[src/rtl/rf_wr_ctrl_if.sv]
// Regfile write-port bus: writeback, LSU and debug requesters plus regfile drive and status.
interface rf_wr_ctrl_if;
  localparam int unsigned REG_W  = 5;
  localparam int unsigned DATA_W = 32;

  logic              wb_en_i;
  logic [REG_W-1:0]  wb_reg_i;
  logic [DATA_W-1:0] wb_data_i;

  logic              lsu_valid_i;
  logic [REG_W-1:0]  lsu_reg_i;
  logic [DATA_W-1:0] lsu_data_i;
  logic              lsu_ready_o;

  logic              dbg_valid_i;
  logic [REG_W-1:0]  dbg_reg_i;
  logic [DATA_W-1:0] dbg_data_i;
  logic              dbg_ready_o;

  logic              w_en_rf_o;
  logic [REG_W-1:0]  w_reg_rf_o;
  logic [DATA_W-1:0] w_data_rf_o;
  logic              init_busy_o;
  logic              wb_drop_o;

  // Requester / observer side
  modport master (
    output wb_en_i, wb_reg_i, wb_data_i,
    output lsu_valid_i, lsu_reg_i, lsu_data_i,
    output dbg_valid_i, dbg_reg_i, dbg_data_i,
    input  lsu_ready_o, dbg_ready_o,
    input  w_en_rf_o, w_reg_rf_o, w_data_rf_o, init_busy_o, wb_drop_o
  );

  // Controller side
  modport slave (
    input  wb_en_i, wb_reg_i, wb_data_i,
    input  lsu_valid_i, lsu_reg_i, lsu_data_i,
    input  dbg_valid_i, dbg_reg_i, dbg_data_i,
    output lsu_ready_o, dbg_ready_o,
    output w_en_rf_o, w_reg_rf_o, w_data_rf_o, init_busy_o, wb_drop_o
  );
endinterface

[src/rtl/rf_wr_ctrl.sv]
// Regfile write-port controller: zero-fills all registers after reset, then
// arbitrates wb > starved dbg > lsu > dbg onto the single write port.
module rf_wr_ctrl #(
  parameter int unsigned STARVE_LIMIT = 4,
  parameter int unsigned CNT_W        = 3
) (
  input  logic         clk,
  input  logic         reset,
  rf_wr_ctrl_if.slave  bus
);
  localparam int unsigned REG_W  = 5;
  localparam int unsigned DATA_W = 32;
  localparam logic [REG_W-1:0] LAST_REG = REG_W'(31);
  localparam logic [CNT_W-1:0] WAIT_MAX = CNT_W'(STARVE_LIMIT);

  typedef enum logic {INIT, RUN} state_t;

  state_t            state;
  logic [REG_W-1:0]  fill_cnt;
  logic [CNT_W-1:0]  dbg_wait;
  logic              wb_drop_q;
  logic              w_en_q;
  logic [REG_W-1:0]  w_reg_q;
  logic [DATA_W-1:0] w_data_q;

  logic in_run;
  logic dbg_starved;
  logic grant_wb;
  logic grant_lsu;
  logic grant_dbg;

  // Combinational grant; a reset cycle never accepts a request
  always_comb begin
    in_run      = (state == RUN) && !reset;
    dbg_starved = bus.dbg_valid_i && (dbg_wait == WAIT_MAX);
    grant_wb    = in_run && bus.wb_en_i;
    grant_lsu   = in_run && !bus.wb_en_i && !dbg_starved && bus.lsu_valid_i;
    grant_dbg   = in_run && !bus.wb_en_i && bus.dbg_valid_i &&
                  (dbg_starved || !bus.lsu_valid_i);
  end

  // FSM, fill sequencer, debug wait counter and registered write port
  always_ff @(posedge clk) begin
    if (reset) begin
      state     <= INIT;
      fill_cnt  <= '0;
      dbg_wait  <= '0;
      wb_drop_q <= 1'b0;
      w_en_q    <= 1'b0;
      w_reg_q   <= '0;
      w_data_q  <= '0;
    end else begin
      case (state)
        INIT: begin
          w_en_q   <= 1'b1;
          w_reg_q  <= fill_cnt;
          w_data_q <= '0;
          fill_cnt <= fill_cnt + REG_W'(1);
          if (bus.wb_en_i) wb_drop_q <= 1'b1;
          if (fill_cnt == LAST_REG) state <= RUN;
        end
        RUN: begin
          // x0 writes are consumed but never reach the regfile
          if (grant_wb) begin
            w_en_q <= (bus.wb_reg_i != '0);
            if (bus.wb_reg_i != '0) begin
              w_reg_q  <= bus.wb_reg_i;
              w_data_q <= bus.wb_data_i;
            end
          end else if (grant_lsu) begin
            w_en_q <= (bus.lsu_reg_i != '0);
            if (bus.lsu_reg_i != '0) begin
              w_reg_q  <= bus.lsu_reg_i;
              w_data_q <= bus.lsu_data_i;
            end
          end else if (grant_dbg) begin
            w_en_q <= (bus.dbg_reg_i != '0);
            if (bus.dbg_reg_i != '0) begin
              w_reg_q  <= bus.dbg_reg_i;
              w_data_q <= bus.dbg_data_i;
            end
          end else begin
            w_en_q <= 1'b0;
          end

          if (!bus.dbg_valid_i || grant_dbg) begin
            dbg_wait <= '0;
          end else if (dbg_wait != WAIT_MAX) begin
            dbg_wait <= dbg_wait + CNT_W'(1);
          end
        end
        default: state <= INIT;
      endcase
    end
  end

  // Output drive
  assign bus.lsu_ready_o = grant_lsu;
  assign bus.dbg_ready_o = grant_dbg;
  assign bus.w_en_rf_o   = w_en_q;
  assign bus.w_reg_rf_o  = w_reg_q;
  assign bus.w_data_rf_o = w_data_q;
  assign bus.init_busy_o = (state == INIT);
  assign bus.wb_drop_o   = wb_drop_q;

endmodule
[src/flat_wrapper.sv]
// flat-port wrapper written by rule: the top's interface ports become plain ports
module rf_wr_ctrl_flat 
#(
  parameter int unsigned STARVE_LIMIT = 4,
  parameter int unsigned CNT_W        = 3
)
  (clk, reset, bus_wb_en_i, bus_wb_reg_i, bus_wb_data_i, bus_lsu_valid_i, bus_lsu_reg_i, bus_lsu_data_i, bus_dbg_valid_i, bus_dbg_reg_i, bus_dbg_data_i, bus_lsu_ready_o, bus_dbg_ready_o, bus_w_en_rf_o, bus_w_reg_rf_o, bus_w_data_rf_o, bus_init_busy_o, bus_wb_drop_o);
  rf_wr_ctrl_if bus_i ();
  input  logic clk;
  input  logic reset;
  input wire logic [$bits(bus_i.wb_en_i)-1:0] bus_wb_en_i;
  input wire logic [$bits(bus_i.wb_reg_i)-1:0] bus_wb_reg_i;
  input wire logic [$bits(bus_i.wb_data_i)-1:0] bus_wb_data_i;
  input wire logic [$bits(bus_i.lsu_valid_i)-1:0] bus_lsu_valid_i;
  input wire logic [$bits(bus_i.lsu_reg_i)-1:0] bus_lsu_reg_i;
  input wire logic [$bits(bus_i.lsu_data_i)-1:0] bus_lsu_data_i;
  input wire logic [$bits(bus_i.dbg_valid_i)-1:0] bus_dbg_valid_i;
  input wire logic [$bits(bus_i.dbg_reg_i)-1:0] bus_dbg_reg_i;
  input wire logic [$bits(bus_i.dbg_data_i)-1:0] bus_dbg_data_i;
  output wire logic [$bits(bus_i.lsu_ready_o)-1:0] bus_lsu_ready_o;
  output wire logic [$bits(bus_i.dbg_ready_o)-1:0] bus_dbg_ready_o;
  output wire logic [$bits(bus_i.w_en_rf_o)-1:0] bus_w_en_rf_o;
  output wire logic [$bits(bus_i.w_reg_rf_o)-1:0] bus_w_reg_rf_o;
  output wire logic [$bits(bus_i.w_data_rf_o)-1:0] bus_w_data_rf_o;
  output wire logic [$bits(bus_i.init_busy_o)-1:0] bus_init_busy_o;
  output wire logic [$bits(bus_i.wb_drop_o)-1:0] bus_wb_drop_o;
  assign bus_i.wb_en_i = bus_wb_en_i;
  assign bus_i.wb_reg_i = bus_wb_reg_i;
  assign bus_i.wb_data_i = bus_wb_data_i;
  assign bus_i.lsu_valid_i = bus_lsu_valid_i;
  assign bus_i.lsu_reg_i = bus_lsu_reg_i;
  assign bus_i.lsu_data_i = bus_lsu_data_i;
  assign bus_i.dbg_valid_i = bus_dbg_valid_i;
  assign bus_i.dbg_reg_i = bus_dbg_reg_i;
  assign bus_i.dbg_data_i = bus_dbg_data_i;
  assign bus_lsu_ready_o = bus_i.lsu_ready_o;
  assign bus_dbg_ready_o = bus_i.dbg_ready_o;
  assign bus_w_en_rf_o = bus_i.w_en_rf_o;
  assign bus_w_reg_rf_o = bus_i.w_reg_rf_o;
  assign bus_w_data_rf_o = bus_i.w_data_rf_o;
  assign bus_init_busy_o = bus_i.init_busy_o;
  assign bus_wb_drop_o = bus_i.wb_drop_o;
  rf_wr_ctrl #(.STARVE_LIMIT(STARVE_LIMIT), .CNT_W(CNT_W)) u_core (.clk(clk), .reset(reset), .bus(bus_i));
endmodule
[config.mk]
export PLATFORM = sky130hd
export DESIGN_NAME = rf_wr_ctrl_flat
export DESIGN_NICKNAME = d
export VERILOG_FILES = /design/src/rtl/rf_wr_ctrl_if.sv /design/src/rtl/rf_wr_ctrl.sv /design/src/flat_wrapper.sv
export SDC_FILE = /design/constraint.sdc
export NUM_CORES = 1
export LEC_CHECK = 0
export BUFFER_PORTS_ARGS = -buffer_cell sky130_fd_sc_hd__clkbuf_2
export CAP_MARGIN = 10
export CORE_MARGIN = 2
export CORE_UTILIZATION = 38
export CTS_CLUSTER_SIZE = 20
export DETAILED_ROUTE_END_ITERATION = 16
export PLACE_DENSITY = 0.69
export RECOVER_POWER = 100
export SYNTH_ARGS = -nofsm -noshare
export SYNTH_HDL_FRONTEND = slang
export SYNTH_SLANG_ARGS = --single-unit
[constraint.sdc]
create_clock -name clk -period 4.3 [get_ports clk]
set_clock_uncertainty 0.1 [all_clocks]
set_input_delay 0.215 -clock clk [delete_from_list [all_inputs] [get_ports clk]]
set_output_delay 0.215 -clock clk [all_outputs]
set_load 0.01 [all_outputs]
==> flow_summary.rst <==
.. list-table::
   :header-rows: 1

   * - Metric
     - Value
   * - Final routed wire length divided by cell count
     - 16.0 um
   * - First-pass DRT Iterations
     - 5
   * - Count of warnings emitted by yosys
     - 0
   * - Count of final hold-check violations
     - 0
   * - RSZ-0062 raised after global routing
     - no
   * - Sequential cell area in the final layout
     - 961 um2
   * - GRT Resource Usage Total
     - 22.3%
   * - Area overhead of the layout relative to synthesis
     - 25.1%
   * - Highest metal layer used by the detailed router
     - met4
   * - Arr. time, crit path
     - 3.19 ns
   * - Starting density of the core
     - 39.2%
   * - Worst Tran Pin Value
     - 1.20 ns
   * - Power density over the cells
     - 228 mW/mm2
   * - Maximum ir drop on the vdd rail
     - 0.105 mV
   * - Number of instances in the placed design
     - 623
   * - Core Region
     - 0.00773 mm2
   * - H-tree depth
     - 2
   * - Final estimated routing congestion in global placement
     - 0.910
   * - Number of fill cells
     - 801
   * - Die H
     - 93.3 um
   * - Later-pin clock latency in the skew report
     - 0.30 ns
   * - Initial antenna violation count
     - 0
   * - Largest net degree at the start of global routing
     - 62
   * - Power, Total
     - 863 uW
   * - Synth Register Bits
     - 48
   * - Final critical delay including setup and external delays
     - 3.07 ns
   * - Via total after detailed routing
     - 3489
   * - Wire length of the first global-routing pass
     - 15700 um
   * - Hold/Removal Path Class
     - in2reg
   * - Power share of the combinational group
     - 15.0%
   * - Number of global-route vias before repair
     - 3241
   * - Antenna fix cells
     - 0
   * - Synthesized area per cell
     - 7.52 um2
   * - Number of buffers on the longest clock path
     - 2
   * - Gr ovfl total
     - 0
   * - Clock tree from TritonCTS
     - built
   * - Netlist area before placement
     - 0.00303 mm2
   * - CTS Hold Buffers Added
     - 0
   * - Total clock buffers created by CTS
     - 5
   * - Worst Hold Margin
     - 0.218 ns
   * - Highest net fanout along the worst path
     - 23
   * - Kind of start point of the critical path
     - flip-flop
   * - Type of destination of the critical path
     - flip-flop
   * - Number of max-capacitance violations reported
     - 0
   * - Relative slew slack
     - 19.5%
   * - Initial drt markers
     - 188
   * - Register area share after synthesis
     - 31.7%
   * - Max Freq
     - 0.326 GHz
   * - Clock-pin transition on the worst setup and hold timing paths
     - 0.09 ns
   * - FF-to-FF End
     - u_core.bus.w_reg_rf_o[0]$_SDFFE_PP0P_
   * - TritonCTS sink count
     - 48
   * - Net load switching power
     - 227 uW
   * - DRT met1 WL
     - 4420 um
   * - R2R cell count
     - 6
   * - Cells after synthesis
     - 403
   * - Worst setup slack for register-to-register paths
     - 1.23 ns
   * - Worst Min Path Start
     - bus_wb_data_i[21]
   * - Met3 wire len
     - 813 um
   * - Routed length on met2
     - 4760 um
   * - Fraction of final layout cells sized beyond drive strength 1
     - 25.4%
   * - Final Slew Violations
     - 0
   * - Setup violations, final
     - 0
   * - Cell at the root of the clock tree
     - sky130_fd_sc_hd__clkbuf_8
   * - Final critical-path share of the clock period
     - 71.4%
   * - Setup TNS Final
     - 0 ns
   * - Seq pwr share
     - 52.7%
   * - Post-CTS Setup Inserts
     - 0
   * - DRC violations left
     - 0
   * - Worst hold path cell count
     - 4
   * - Destination of the worst hold path
     - u_core.bus.w_data_rf_o[21]$_SDFFE_PP0P_
   * - Top Ports
     - 158
   * - Result of the run
     - finished clean
   * - RR Startpoint
     - u_core.state$_SDFF_PP0_
   * - Multi-input gate area
     - 0.00168 mm2
   * - Internal portion of total power
     - 635 uW
   * - Finished Layout Cells
     - 630
   * - Relative contribution of the clock network to total power
     - 32.4%
   * - Number of cell rows
     - 32
   * - Area enclosed by the die boundary
     - 0.00870 mm2
   * - Required @ worst endpoint
     - 4.42 ns
   * - Drt via density
     - 5.54
   * - Leakage power of the design
     - 0.00139 uW
   * - CP Class
     - reg2reg
   * - Number of nets with antenna violations after detailed routing
     - 0
   * - Count of cells resized by post-cts repair
     - 0
   * - Net Sw Frac
     - 26.3%
   * - Total half-perimeter wirelength after legalization and detailed placement
     - 7190 um
   * - Synth cell types
     - 37
   * - Port Buf Inserts
     - 157
   * - Final Net Count
     - 648
   * - Synthesized net count
     - 523
   * - Horizontal die dimension
     - 93.3 um
   * - Sum of routed wire length over all layers
     - 10100 um
## worst max-delay path by stage
stage	cells past startpoint	start	endpoint
after floorplan	10	u_core.dbg_wait[0]$_SDFFE_PP0P_	u_core.bus.w_data_rf_o[21]$_SDFFE_PP0P_
after global placement	7	bus_wb_en_i	u_core.bus.w_data_rf_o[12]$_SDFFE_PP0P_
after detailed placement	6	bus_wb_en_i	u_core.bus.w_data_rf_o[10]$_SDFFE_PP0P_
after CTS	5	u_core.state$_SDFF_PP0_	u_core.bus.w_data_rf_o[10]$_SDFFE_PP0P_
after global routing	6	u_core.state$_SDFF_PP0_	u_core.bus.w_reg_rf_o[0]$_SDFFE_PP0P_
final	6	u_core.state$_SDFF_PP0_	u_core.bus.w_reg_rf_o[0]$_SDFFE_PP0P_
## power by group through the flow
stage	sequential (uW)	combinational, uW	clock (uW)
6_report	454	129	279
5_1_grt	455	143	307
4_1_cts	454	130	286
3_5_place_dp	465	129	0
3_3_place_gp	465	127	0
2_1_floorplan	464	60.5	0
## layout make-up
type                       count  share of cell area (%)
clock buffer                   6                    2.18
multi-input combinational    269                    44.3
clock inverter                 1                   0.231
inverter                      42                    4.16
tap                          102                    3.37
timing repair buffer         162                    20.4
sequential                    48                    25.4
## synth_stat cells (all sizes together)
cell type | count | area share, %
a2111o | 1 | 0.37
a21o | 1 | 0.25
a21oi | 5 | 0.83
a311oi | 5 | 1.4
a31oi | 6 | 1.4
and2 | 1 | 0.21
and3 | 3 | 0.62
and4 | 1 | 0.37
buf | 26 | 4.8
clkbuf | 18 | 2.2
dfxtp | 48 | 32
ha | 4 | 1.7
inv | 42 | 5.2
mux2i | 3 | 0.99
nand2 | 14 | 1.7
nand2b | 1 | 0.21
nand3 | 3 | 0.99
nand4 | 2 | 0.41
nor2 | 20 | 2.6
nor2b | 2 | 0.41
nor3 | 70 | 12
nor3b | 10 | 2.5
nor4 | 3 | 0.62
nor4b | 1 | 0.50
o21ai | 44 | 7.3
o32ai | 32 | 9.7
or4 | 32 | 7.9
xnor2 | 3 | 0.87
xor2 | 2 | 0.58
## kinds of logic (layout without fill, tap and decap cells)
logic type | count (synthesis) | after routing | share of synthesized area, %
and+or+nand+nor | 163 | 163 | 30.6
AOI/OAI and AO/OA | 94 | 94 | 21.4
buffers and inverters | 86 | 211 | 12.2
DFF | 48 | 48 | 31.7
xor gates and xnor gates | 5 | 5 | 1.45
adders and majority gates | 4 | 4 | 1.65
muxes | 3 | 3 | 0.991
## worst max-delay path, cell delays in order, from the launching register on
cell and delay (ns):
sky130_fd_sc_hd__dfxtp_1 0.89, sky130_fd_sc_hd__inv_1 0.36, sky130_fd_sc_hd__nor2_1 0.23, sky130_fd_sc_hd__nand3_1 0.31, sky130_fd_sc_hd__and3_1 0.58, sky130_fd_sc_hd__buf_4 0.34, sky130_fd_sc_hd__o21ai_0 0.18
## registers in the layout, summed over array words and instances (netlist names)
signal and cells:
u_core.dbg_wait 3, u_core.state 1, u_core.bus.w_data_rf_o 32, u_core.bus.w_reg_rf_o 5
u_core.fill_cnt 5, u_core.bus.wb_drop_o 1, u_core.bus.w_en_rf_o 1
## routing by layer
metal	vias up	GRT usage, %
met2	151	37.5
met3	10	4.83
met1	1596	29.2
li1	1732	-
met4	0	5.27
met5	-	0
## metrics by stage
step	setup slack, ns	area [um2]	util, %
floorplan	2.27	3030	-
detailed placement	1.43	3780	48.9
global placement	1.56	3780	48.9
finish	1.23	3790	49.0
CTS	1.51	3870	50.0
global route	0.940	3790	49.0
## layout by cell type (no fill, tap or decap), types with 2 or more instances in the layout
cell,instances
sky130_fd_sc_hd__inv_1,41
sky130_fd_sc_hd__nor4_1,3
sky130_fd_sc_hd__buf_4,5
sky130_fd_sc_hd__nor3_1,70
sky130_fd_sc_hd__o21ai_1,2
sky130_fd_sc_hd__or4_1,32
sky130_fd_sc_hd__a31oi_1,5
sky130_fd_sc_hd__nor2b_1,2
sky130_fd_sc_hd__xor2_1,2
sky130_fd_sc_hd__a21oi_1,5
sky130_fd_sc_hd__nand4_1,2
sky130_fd_sc_hd__and3_1,3
sky130_fd_sc_hd__nor2_1,20
sky130_fd_sc_hd__nand2_1,14
sky130_fd_sc_hd__xnor2_1,3
sky130_fd_sc_hd__dfxtp_1,48
sky130_fd_sc_hd__clkbuf_2,117
sky130_fd_sc_hd__o32ai_1,32
sky130_fd_sc_hd__o21ai_0,42
sky130_fd_sc_hd__clkbuf_1,40
sky130_fd_sc_hd__nor3b_1,10
sky130_fd_sc_hd__clkbuf_8,6
sky130_fd_sc_hd__mux2i_1,3
sky130_fd_sc_hd__ha_1,4
sky130_fd_sc_hd__nand3_1,2
sky130_fd_sc_hd__a311oi_1,5
(Power assumes the default switching activity.)
